$ cat config.mk
export PLATFORM = sky130hd
export DESIGN_NAME = decomp_seq_ctrl
export DESIGN_NICKNAME = d
export VERILOG_FILES = /design/src/rtl/decomp_seq_ctrl.sv
export SDC_FILE = /design/constraint.sdc
export NUM_CORES = 1
export LEC_CHECK = 0
export ABC_CLOCK_PERIOD_IN_PS = 1800
export CORE_AREA = 2 2 204 206
export CTS_CLUSTER_SIZE = 30
export DETAILED_ROUTE_END_ITERATION = 10
export DIE_AREA = 0 0 206 208
export HOLD_SLACK_MARGIN = 0.12
export SYNTH_ARGS = -nofsm -noshare
export SYNTH_HDL_FRONTEND = slang
export SYNTH_SLANG_ARGS = --single-unit
export TNS_END_PERCENT = 1
$ cat constraint.sdc
create_clock -name i_clk -period 1.8 [get_ports i_clk]
set_clock_uncertainty 0.15 [all_clocks]
set_input_delay 0.18 -clock i_clk [delete_from_list [all_inputs] [get_ports i_clk]]
set_output_delay 0.18 -clock i_clk [all_outputs]
set_load 0.02 [all_outputs]
$ cat src/rtl/decomp_seq_ctrl.sv
// rtl/decomp_seq_ctrl.sv - block sequencer for the word decompressor datapath
//
// Accepts compressed or raw 128-bit beats and drives the decompressor datapath
// (enable / update / compression flag / flush). Decompressed lines, or raw
// beats in bypass, are collected into a single-entry output register.
//
// Ports:
//   i_clk, i_reset                  clock, asynchronous active-low reset
//   i_in_valid/o_in_ready/i_in_data input beat stream, i_in_comp = block type
//   o_dp_en/o_dp_update/o_dp_comp_flag/o_dp_data/o_dp_flush  datapath controls
//   i_dp_need/i_dp_line_valid/i_dp_line  datapath status and decoded line
//   o_out_valid/i_out_ready/o_out_data/o_out_last  output line register
//   o_busy                          sequencer not idle
//
// Optional macro DECOMP_SEQ_STATS_EN adds o_stall_in_cnt, o_stall_out_cnt
// (saturating 16-bit stall counters) and the sticky o_proto_err flag.

module decomp_seq_ctrl #(
    parameter int WIDTH_DATA_IN = 128,
    parameter int BLOCK_LINES   = 4,
    parameter int FILL_BEATS    = 2,
    parameter int CNT_W         = 3
) (
    input  logic                     i_clk,
    input  logic                     i_reset,
    input  logic                     i_in_valid,
    output logic                     o_in_ready,
    input  logic [WIDTH_DATA_IN-1:0] i_in_data,
    input  logic                     i_in_comp,
    output logic                     o_dp_en,
    output logic                     o_dp_update,
    output logic                     o_dp_comp_flag,
    output logic [WIDTH_DATA_IN-1:0] o_dp_data,
    output logic                     o_dp_flush,
    input  logic                     i_dp_need,
    input  logic                     i_dp_line_valid,
    input  logic [WIDTH_DATA_IN-1:0] i_dp_line,
    output logic                     o_out_valid,
    input  logic                     i_out_ready,
    output logic [WIDTH_DATA_IN-1:0] o_out_data,
    output logic                     o_out_last,
    output logic                     o_busy
`ifdef DECOMP_SEQ_STATS_EN
    ,
    output logic [15:0]              o_stall_in_cnt,
    output logic [15:0]              o_stall_out_cnt,
    output logic                     o_proto_err
`endif
);

    localparam logic [2:0] ST_IDLE   = 3'd0;
    localparam logic [2:0] ST_FILL   = 3'd1;
    localparam logic [2:0] ST_RUN    = 3'd2;
    localparam logic [2:0] ST_DRAIN  = 3'd3;
    localparam logic [2:0] ST_BYPASS = 3'd4;

    logic [2:0]               state_q, state_d;
    logic                     comp_q, comp_d;
    logic [CNT_W-1:0]         beat_cnt_q, beat_cnt_d;
    logic [CNT_W-1:0]         line_cnt_q, line_cnt_d;
    logic                     out_valid_q, out_valid_d;
    logic [WIDTH_DATA_IN-1:0] out_data_q, out_data_d;
    logic                     out_last_q, out_last_d;
    logic                     flush_q, flush_d;

    logic                     hold;
    logic                     line_last;
    logic                     in_ready;
    logic                     dp_en;
    logic                     dp_update;
    logic                     cap;
    logic                     last_cap;
    logic [WIDTH_DATA_IN-1:0] cap_data;

    // The output register cannot take a new line while a consumer is stalling it.
    assign hold      = out_valid_q & ~i_out_ready;
    assign line_last = (line_cnt_q == CNT_W'(BLOCK_LINES - 1));

    always_comb begin
        state_d    = state_q;
        comp_d     = comp_q;
        beat_cnt_d = beat_cnt_q;
        line_cnt_d = line_cnt_q;
        flush_d    = 1'b0;
        in_ready   = 1'b0;
        dp_en      = 1'b0;
        dp_update  = 1'b0;
        cap        = 1'b0;
        last_cap   = 1'b0;
        cap_data   = i_dp_line;

        case (state_q)
            ST_IDLE: begin
                // Only the block type is sampled here; the beat itself is
                // consumed by FILL or BYPASS on the following cycle.
                if (i_in_valid) begin
                    comp_d  = i_in_comp;
                    state_d = i_in_comp ? ST_FILL : ST_BYPASS;
                end
            end
            ST_FILL: begin
                in_ready  = i_in_valid;
                dp_en     = i_in_valid;
                dp_update = i_in_valid;
                if (i_in_valid) begin
                    beat_cnt_d = beat_cnt_q + CNT_W'(1);
                    if (beat_cnt_q == CNT_W'(FILL_BEATS - 1)) begin
                        state_d = ST_RUN;
                    end
                end
            end
            ST_RUN: begin
                cap      = i_dp_line_valid & ~hold;
                last_cap = cap & line_last;
                // Stop the datapath on the last line so no beat of the next
                // block is pulled into this block's window.
                dp_en     = ~hold & (~i_dp_need | i_in_valid) & ~last_cap;
                dp_update = dp_en & i_dp_need;
                in_ready  = dp_update;
                cap_data  = i_dp_line;
                if (cap) begin
                    line_cnt_d = line_cnt_q + CNT_W'(1);
                end
                if (last_cap) begin
                    state_d = ST_DRAIN;
                    flush_d = 1'b1;
                end
            end
            ST_DRAIN: begin
                if (out_valid_q && i_out_ready) begin
                    state_d    = ST_IDLE;
                    comp_d     = 1'b0;
                    beat_cnt_d = '0;
                    line_cnt_d = '0;
                end
            end
            ST_BYPASS: begin
                in_ready = ~out_valid_q | i_out_ready;
                cap      = in_ready & i_in_valid;
                cap_data = i_in_data;
                if (cap) begin
                    line_cnt_d = line_cnt_q + CNT_W'(1);
                    if (line_last) begin
                        state_d = ST_DRAIN;
                    end
                end
            end
            default: begin
                state_d = ST_IDLE;
            end
        endcase

        // Single-entry output register; a capture wins over a consume.
        out_valid_d = out_valid_q;
        out_data_d  = out_data_q;
        out_last_d  = out_last_q;
        if (cap) begin
            out_valid_d = 1'b1;
            out_data_d  = cap_data;
            out_last_d  = line_last;
        end else if (out_valid_q && i_out_ready) begin
            out_valid_d = 1'b0;
            out_data_d  = '0;
            out_last_d  = 1'b0;
        end
    end

    always_ff @(posedge i_clk or negedge i_reset) begin
        if (!i_reset) begin
            state_q     <= ST_IDLE;
            comp_q      <= 1'b0;
            beat_cnt_q  <= '0;
            line_cnt_q  <= '0;
            out_valid_q <= 1'b0;
            out_data_q  <= '0;
            out_last_q  <= 1'b0;
            flush_q     <= 1'b0;
        end else begin
            state_q     <= state_d;
            comp_q      <= comp_d;
            beat_cnt_q  <= beat_cnt_d;
            line_cnt_q  <= line_cnt_d;
            out_valid_q <= out_valid_d;
            out_data_q  <= out_data_d;
            out_last_q  <= out_last_d;
            flush_q     <= flush_d;
        end
    end

    assign o_in_ready     = in_ready;
    assign o_dp_en        = dp_en;
    assign o_dp_update    = dp_update;
    assign o_dp_comp_flag = comp_q & ((state_q == ST_FILL) | (state_q == ST_RUN) |
                                      (state_q == ST_DRAIN));
    assign o_dp_data      = i_in_data;
    assign o_dp_flush     = flush_q;
    assign o_out_valid    = out_valid_q;
    assign o_out_data     = out_data_q;
    assign o_out_last     = out_last_q;
    assign o_busy         = (state_q != ST_IDLE);

`ifdef DECOMP_SEQ_STATS_EN
    logic [15:0] stall_in_cnt_q, stall_in_cnt_d;
    logic [15:0] stall_out_cnt_q, stall_out_cnt_d;
    logic        proto_err_q, proto_err_d;
    logic        run_st;

    assign run_st = (state_q == ST_RUN);

    always_comb begin
        stall_in_cnt_d  = stall_in_cnt_q;
        stall_out_cnt_d = stall_out_cnt_q;
        proto_err_d     = proto_err_q;
        if (run_st && i_dp_need && !i_in_valid && (stall_in_cnt_q != 16'hFFFF)) begin
            stall_in_cnt_d = stall_in_cnt_q + 16'd1;
        end
        if (run_st && hold && (stall_out_cnt_q != 16'hFFFF)) begin
            stall_out_cnt_d = stall_out_cnt_q + 16'd1;
        end
        // A line offered while the output register is stalled is lost.
        if (run_st && hold && i_dp_line_valid) begin
            proto_err_d = 1'b1;
        end
    end

    always_ff @(posedge i_clk or negedge i_reset) begin
        if (!i_reset) begin
            stall_in_cnt_q  <= 16'd0;
            stall_out_cnt_q <= 16'd0;
            proto_err_q     <= 1'b0;
        end else begin
            stall_in_cnt_q  <= stall_in_cnt_d;
            stall_out_cnt_q <= stall_out_cnt_d;
            proto_err_q     <= proto_err_d;
        end
    end

    assign o_stall_in_cnt  = stall_in_cnt_q;
    assign o_stall_out_cnt = stall_out_cnt_q;
    assign o_proto_err     = proto_err_q;
`endif

endmodule

* Yosys cells after proc, flatten, opt, wreduce, memory -nomap -nowiden *
Cells that the tools add are included.

operators by class
  add/sub/neg operators = 2
  equality and inequality tests = 14
  mux-type cells = 28
  bitwise logic cells = 17
  reductions and logical operators = 11

operators with widths
  kind                                            number
  two-way mux 128 bit                             3
  two-way mux 3 bit                               11
  != test 2 bit (second input constant)           8
  one-hot mux 3 bit (5 select lines)              1
  == test 3 x 2 -> 1 bit (second input constant)  3
  one-hot mux 3 bit (3 select lines)              1
  AND 1 bit                                       8
  one-hot mux 1 bit (2 select lines)              4
  AND reduction 7 bit                             1
  adder 3 x 1 -> 3 bit (second input constant)    2
  == test 3 x 1 -> 1 bit (second input constant)  2
  two-way mux 1 bit                               6
  one-hot mux 3 bit (2 select lines)              1
  AND reduction 3 bit                             2
  nonzero test 2 bit                              3
  nonzero test 3 bit                              2
  inverter 1 bit                                  5
  bitwise OR 1 bit                                4
  AND reduction 4 bit                             1
  == test 3 bit (second input constant)           1
  zero test 3 bit                                 1
  one-hot mux 1 bit (3 select lines)              1
  logical AND 1 bit                               1

word-level totals
  register bits after elaboration = 141
  logic and storage cells = 80

* Longest topological paths before layout *
  depth in word-level cells = 9
  gate-level depth with buffers = 8
  gate-level depth less buffers = 6

* Worst setup path after synthesis *
No wires, ideal clock.

  path kind = reg2out
  start point = reg state_q[2]
  end point = out o_in_ready
  arrival = 1,779 ps
  required time = 1,470 ps
  slack = -309 ps
  cell stages (with the launch flop) = 6
  cells stage by stage = dfrtp_1 clkbuf_1 nor2b_1 nand4b_1 o21ai_0 a21o_1

between the ends
  word-level cells in the longest chain between the ends = 2
  elaborated cells between the ends (all ways) = 4
  classes of those cells = eq/ne (3); mux (1)

RTL lines
  item                                         RTL line  text
  start: declaration                           57        logic [2:0] state_q, state_d;
  start signal: assignment                     179       state_q <= state_d;
  == test 3 bit, or another cell as far along  92        case (state_q)
  one-hot mux 1 bit (3 select lines) (*)       92
  end: declaration                             27        output logic o_in_ready,

Mark *: on every way between the ends. The rest lies on a longest branch, timed or not.

* Final worst setup path *
  start point = reg state_q[1]
  end point = reg out_data_q[102] (netlist: o_out_data[102])

between the ends
  word-level cells in the longest chain between the ends = 3
  elaborated cells between the ends (all ways) = 6
  classes of those cells = eq/ne (2); mux (3); reduce/logical (1)

RTL lines
  item                                                                       RTL line  text
  == test 3 bit or == test 3 x 2 -> 1 bit (tied branches)                    92
  one-hot mux 1 bit (2 select lines) or two-way mux 128 bit (tied branches)  92
  two-way mux 128 bit or nonzero test 2 bit (tied branches)                  n/a
  end signal: assignment                                                     184       out_data_q <= out_data_d;
  end: declaration                                                           62        logic [WIDTH_DATA_IN-1:0] out_data_q, out_data_d;

Parallel ways exist; a longest one is shown, timed or not.
A chain may end at the register's enable or synchronous reset.

==> flow_summary.json <==
{
  "hp-class": "input pin to async pin",
  "die-area_mm2": 0.0428,
  "fin_nets": 1650,
  "start_util_pct": 24.8,
  "drive_above_1_share_pct": 19.9,
  "drt-wirelength-per-cell_um": 18.2,
  "cp-end-kind": "flip-flop",
  "outcome": "finished, violations left",
  "clockPowerShare_pct": 17.0,
  "core_area_mm2": 0.0406,
  "netSwitchingFraction_pct": 40.0,
  "drt-initial-drc-count": 247,
  "ys_seq_area_share_pct": 35.0,
  "nFillCells": 4025,
  "h-tree-depth": 4,
  "synthToLayoutAreaGrowth_pct": 63.5,
  "yosys-top-cells-area": "dfrtp_1 35%, mux2i_1 13%, nor3b_2 12%",
  "ys_ff_latch": 141,
  "gp_congestion": 0.770,
  "grt_max_degree": 73,
  "grt_overflow": 0,
  "clock_latency_ns": 0.43,
  "required_ns": 1.97,
  "boundaryPins": 527,
  "grt_pass1_wl_mm": 53.3,
  "synthArstFlopShare_pct": 100,
  "dp_slack_ns": -0.451,
  "ant_nets": 0,
  "clockRootBuffer": "clkbuf_16",
  "num_antenna_cells": 0,
  "met2_usage_pct": 28.5,
  "first_pass_iters": 4,
  "stdcell_count": 1928,
  "synth_ff_type": "dfrtp_1",
  "place_hpwl_mm": 26.8,
  "vias_per_cell": 4.63,
  "synth_top_area_cell": "dfrtp_1",
  "clock_sinks": 141,
  "slew_viol_final": 0,
  "clkTransAtPathRegs_ns": 0.06,
  "finalPower_mw": 22.5,
  "grt_antenna_before_repair": 0,
  "drt_wl_total_mm": 35.1,
  "cts_buffers": 17,
  "worstSetupStartpointType": "flip-flop",
  "crit_type": "flip-flop to flip-flop",
  "netlist_instances": 946,
  "maxSlewHeadroom_pct": 37.7,
  "vdd_drop_max_mv": 0.623,
  "grt_pass1_vias": 9419,
  "use_met3_pct": 3.90,
  "critPathMaxFanout": 22,
  "drc": 0,
  "yosysTopAreaCellShare_pct": 35.0,
  "intPower_mw": 13.5,
  "fmax_ghz": 0.478,
  "busiest_layer": "met2",
  "holdWs_ns": 0.223,
  "die_h_um": 208,
  "grt_use_met1_pct": 18.7,
  "arrival_ns": 2.26,
  "maxCapViolations": 0,
  "vias": 8924,
  "finalHoldViolCount": 0,
  "cts_tree": "built",
  "ys_types": 41,
  "regArea_mm2": 0.00354,
  "layout_setup_ws_ns": -0.291,
  "net-switching-power_mw": 9.00,
  "setup_viol": 139,
  "yosys_warnings": 0,
  "dp_cells": 1893,
  "fin_crit_ns": 2.09,
  "syn_nets": 1213,
  "num_rows": 74,
  "syn_area_per_cell_um2": 10.6,
  "finish.instance_area_mm2": 0.0165,
  "synth_edf_count": 0,
  "finalCritPeriodShare_pct": 116,
  "power.density_mw_per_mm2": 1370,
  "comb_power_share_pct": 58.7,
  "place_area_mm2": 0.0156,
  "worst_pin_slew_ns": 0.935,
  "leakage_nw": 8.03,
  "syn_area_mm2": 0.0101,
  "die_x_um": 206,
  "violations": "setup timing",
  "rsz0062_at_grt": "yes",
  "seqPwrFrac_pct": 24.3,
  "grt_use_total_pct": 15.9,
  "multi_input_area_mm2": 0.00516,
  "io_buffers": 526,
  "cts_buffer_depth": 2
}
-- synthesized netlist by cell type, types with 2 or more instances --
library cell  instances
nor2b_1               4
nand3b_1              2
buf_2                38
buf_4               130
ha_1                  4
buf_6                21
a211o_1             128
dfrtp_1             141
nor3b_1              30
clkbuf_1             30
and4bb_1              2
nand2_1               8
nand2b_1              4
inv_1                 3
a21oi_1             130
or3_1                 2
mux2i_1             130
nor3b_2             100
mux2_2                5
o21ai_0               7
nand4b_1              3
nor2_1                4
a21boi_0              2
-- through the flow --
step,TNS [ns],util (%)
2_1_floorplan,-5.52,-
3_3_place_gp,-54.47,38.6
3_5_place_dp,-54.91,38.6
4_1_cts,-34.63,40.2
5_1_grt,-41.10,40.6
6_report,-27.41,40.6
-- metal layers --
metal	vias to the layer above	part of all wire [%]
met5	-	0
met1	4326	41
met3	21	6.9
met4	0	1.3
li1	4252	-
met2	325	51
-- final timing paths --
check,start,endpoint,slack [ns],cells after the start
max in group asynchronous,i_reset,o_out_valid,0.29,3
min reg2reg,o_out_data[114],o_out_data[114],0.35,1
max reg2reg,state_q[1],o_out_data[102],-0.29,6
min in group i_clk,i_in_comp,comp_q,0.24,3
min,i_reset,o_out_data[43],0.22,3
max,state_q[1],o_out_data[102],-0.29,6
-- power groups by stage --
| stage | logic, mW | registers, mW | clock network, mW |
|---|---|---|---|
| finish | 13.2 | 5.46 | 3.81 |
| global route | 14.2 | 5.68 | 4.05 |
| CTS | 13.4 | 5.49 | 3.96 |
| detailed placement | 13.7 | 5.55 | 0 |
| global placement | 13.6 | 5.46 | 0 |
| floorplan | 6.75 | 6.80 | 0 |
-- area by class of cell --
cell class,count,area share [%]
Clock inverter,7,0.760
Multi-Input combinational cell,582,31.4
Timing Repair Buffer,638,39.2
Inverter,3,0.0684
Sequential cell,141,21.5
Clock buffer,25,3.07
Tap cell,532,4.04
-- kinds of logic (layout without fill, tap and decap cells) --
family / Yosys count / after routing / share of synthesized area, %
AOI/OAI and AO/OA: 276 / 276 / 18.9
DFF: 141 / 141 / 35.0
xor gates and xnor gates: 2 / 2 / 0.174
adders and majority gates: 4 / 4 / 0.497
and+or+nand+nor: 165 / 165 / 16.7
buffers and inverters: 223 / 673 / 15.2
muxes: 135 / 135 / 13.5
-- registers in the layout, indices dropped and copies added (netlist names) --
| name | count |
|---|---|
| line_cnt_q | 3 |
| o_out_data | 128 |
| o_out_last | 1 |
| o_out_valid | 1 |
| o_dp_flush | 1 |
| beat_cnt_q | 3 |
| comp_q | 1 |
| state_q | 3 |
-- cells in the final DEF (no fill, tap or decap), drive strengths merged, types with 4 or more instances in the layout --
master,synthesis,layout
clkdlybuf4s50,0,397
dfrtp,141,141
a21oi,130,130
mux2i,130,130
nor3b,130,130
a211o,128,128
buf,190,114
dlygate4sd2,0,75
dlymetal6s2s,0,48
clkbuf,30,26
nand2,8,8
o21ai,8,8
mux2,5,5
inv,3,5
nand2b,4,4
nor2b,4,4
nor2,4,4
ha,4,4
-- what timing repair did --
action / in CTS / in global routing
gates resized for setup: 129 / 62
setup buffers: 0 / 0
pin swaps: 3 / 2
hold buffers: 3 / 0
endpoints found under the hold margin: 141 / 0
setup endpoints to repair: 216 / 222
-- critical path, cell delays in order, from the launching register on --
cell	delay, ns
dfrtp_2	0.46
nor3b_4	0.32
buf_12	0.23
buf_4	0.17
mux2i_1	0.26
a21oi_1	0.07
a211o_1	0.27
Power figures use the tool's default switching activity.
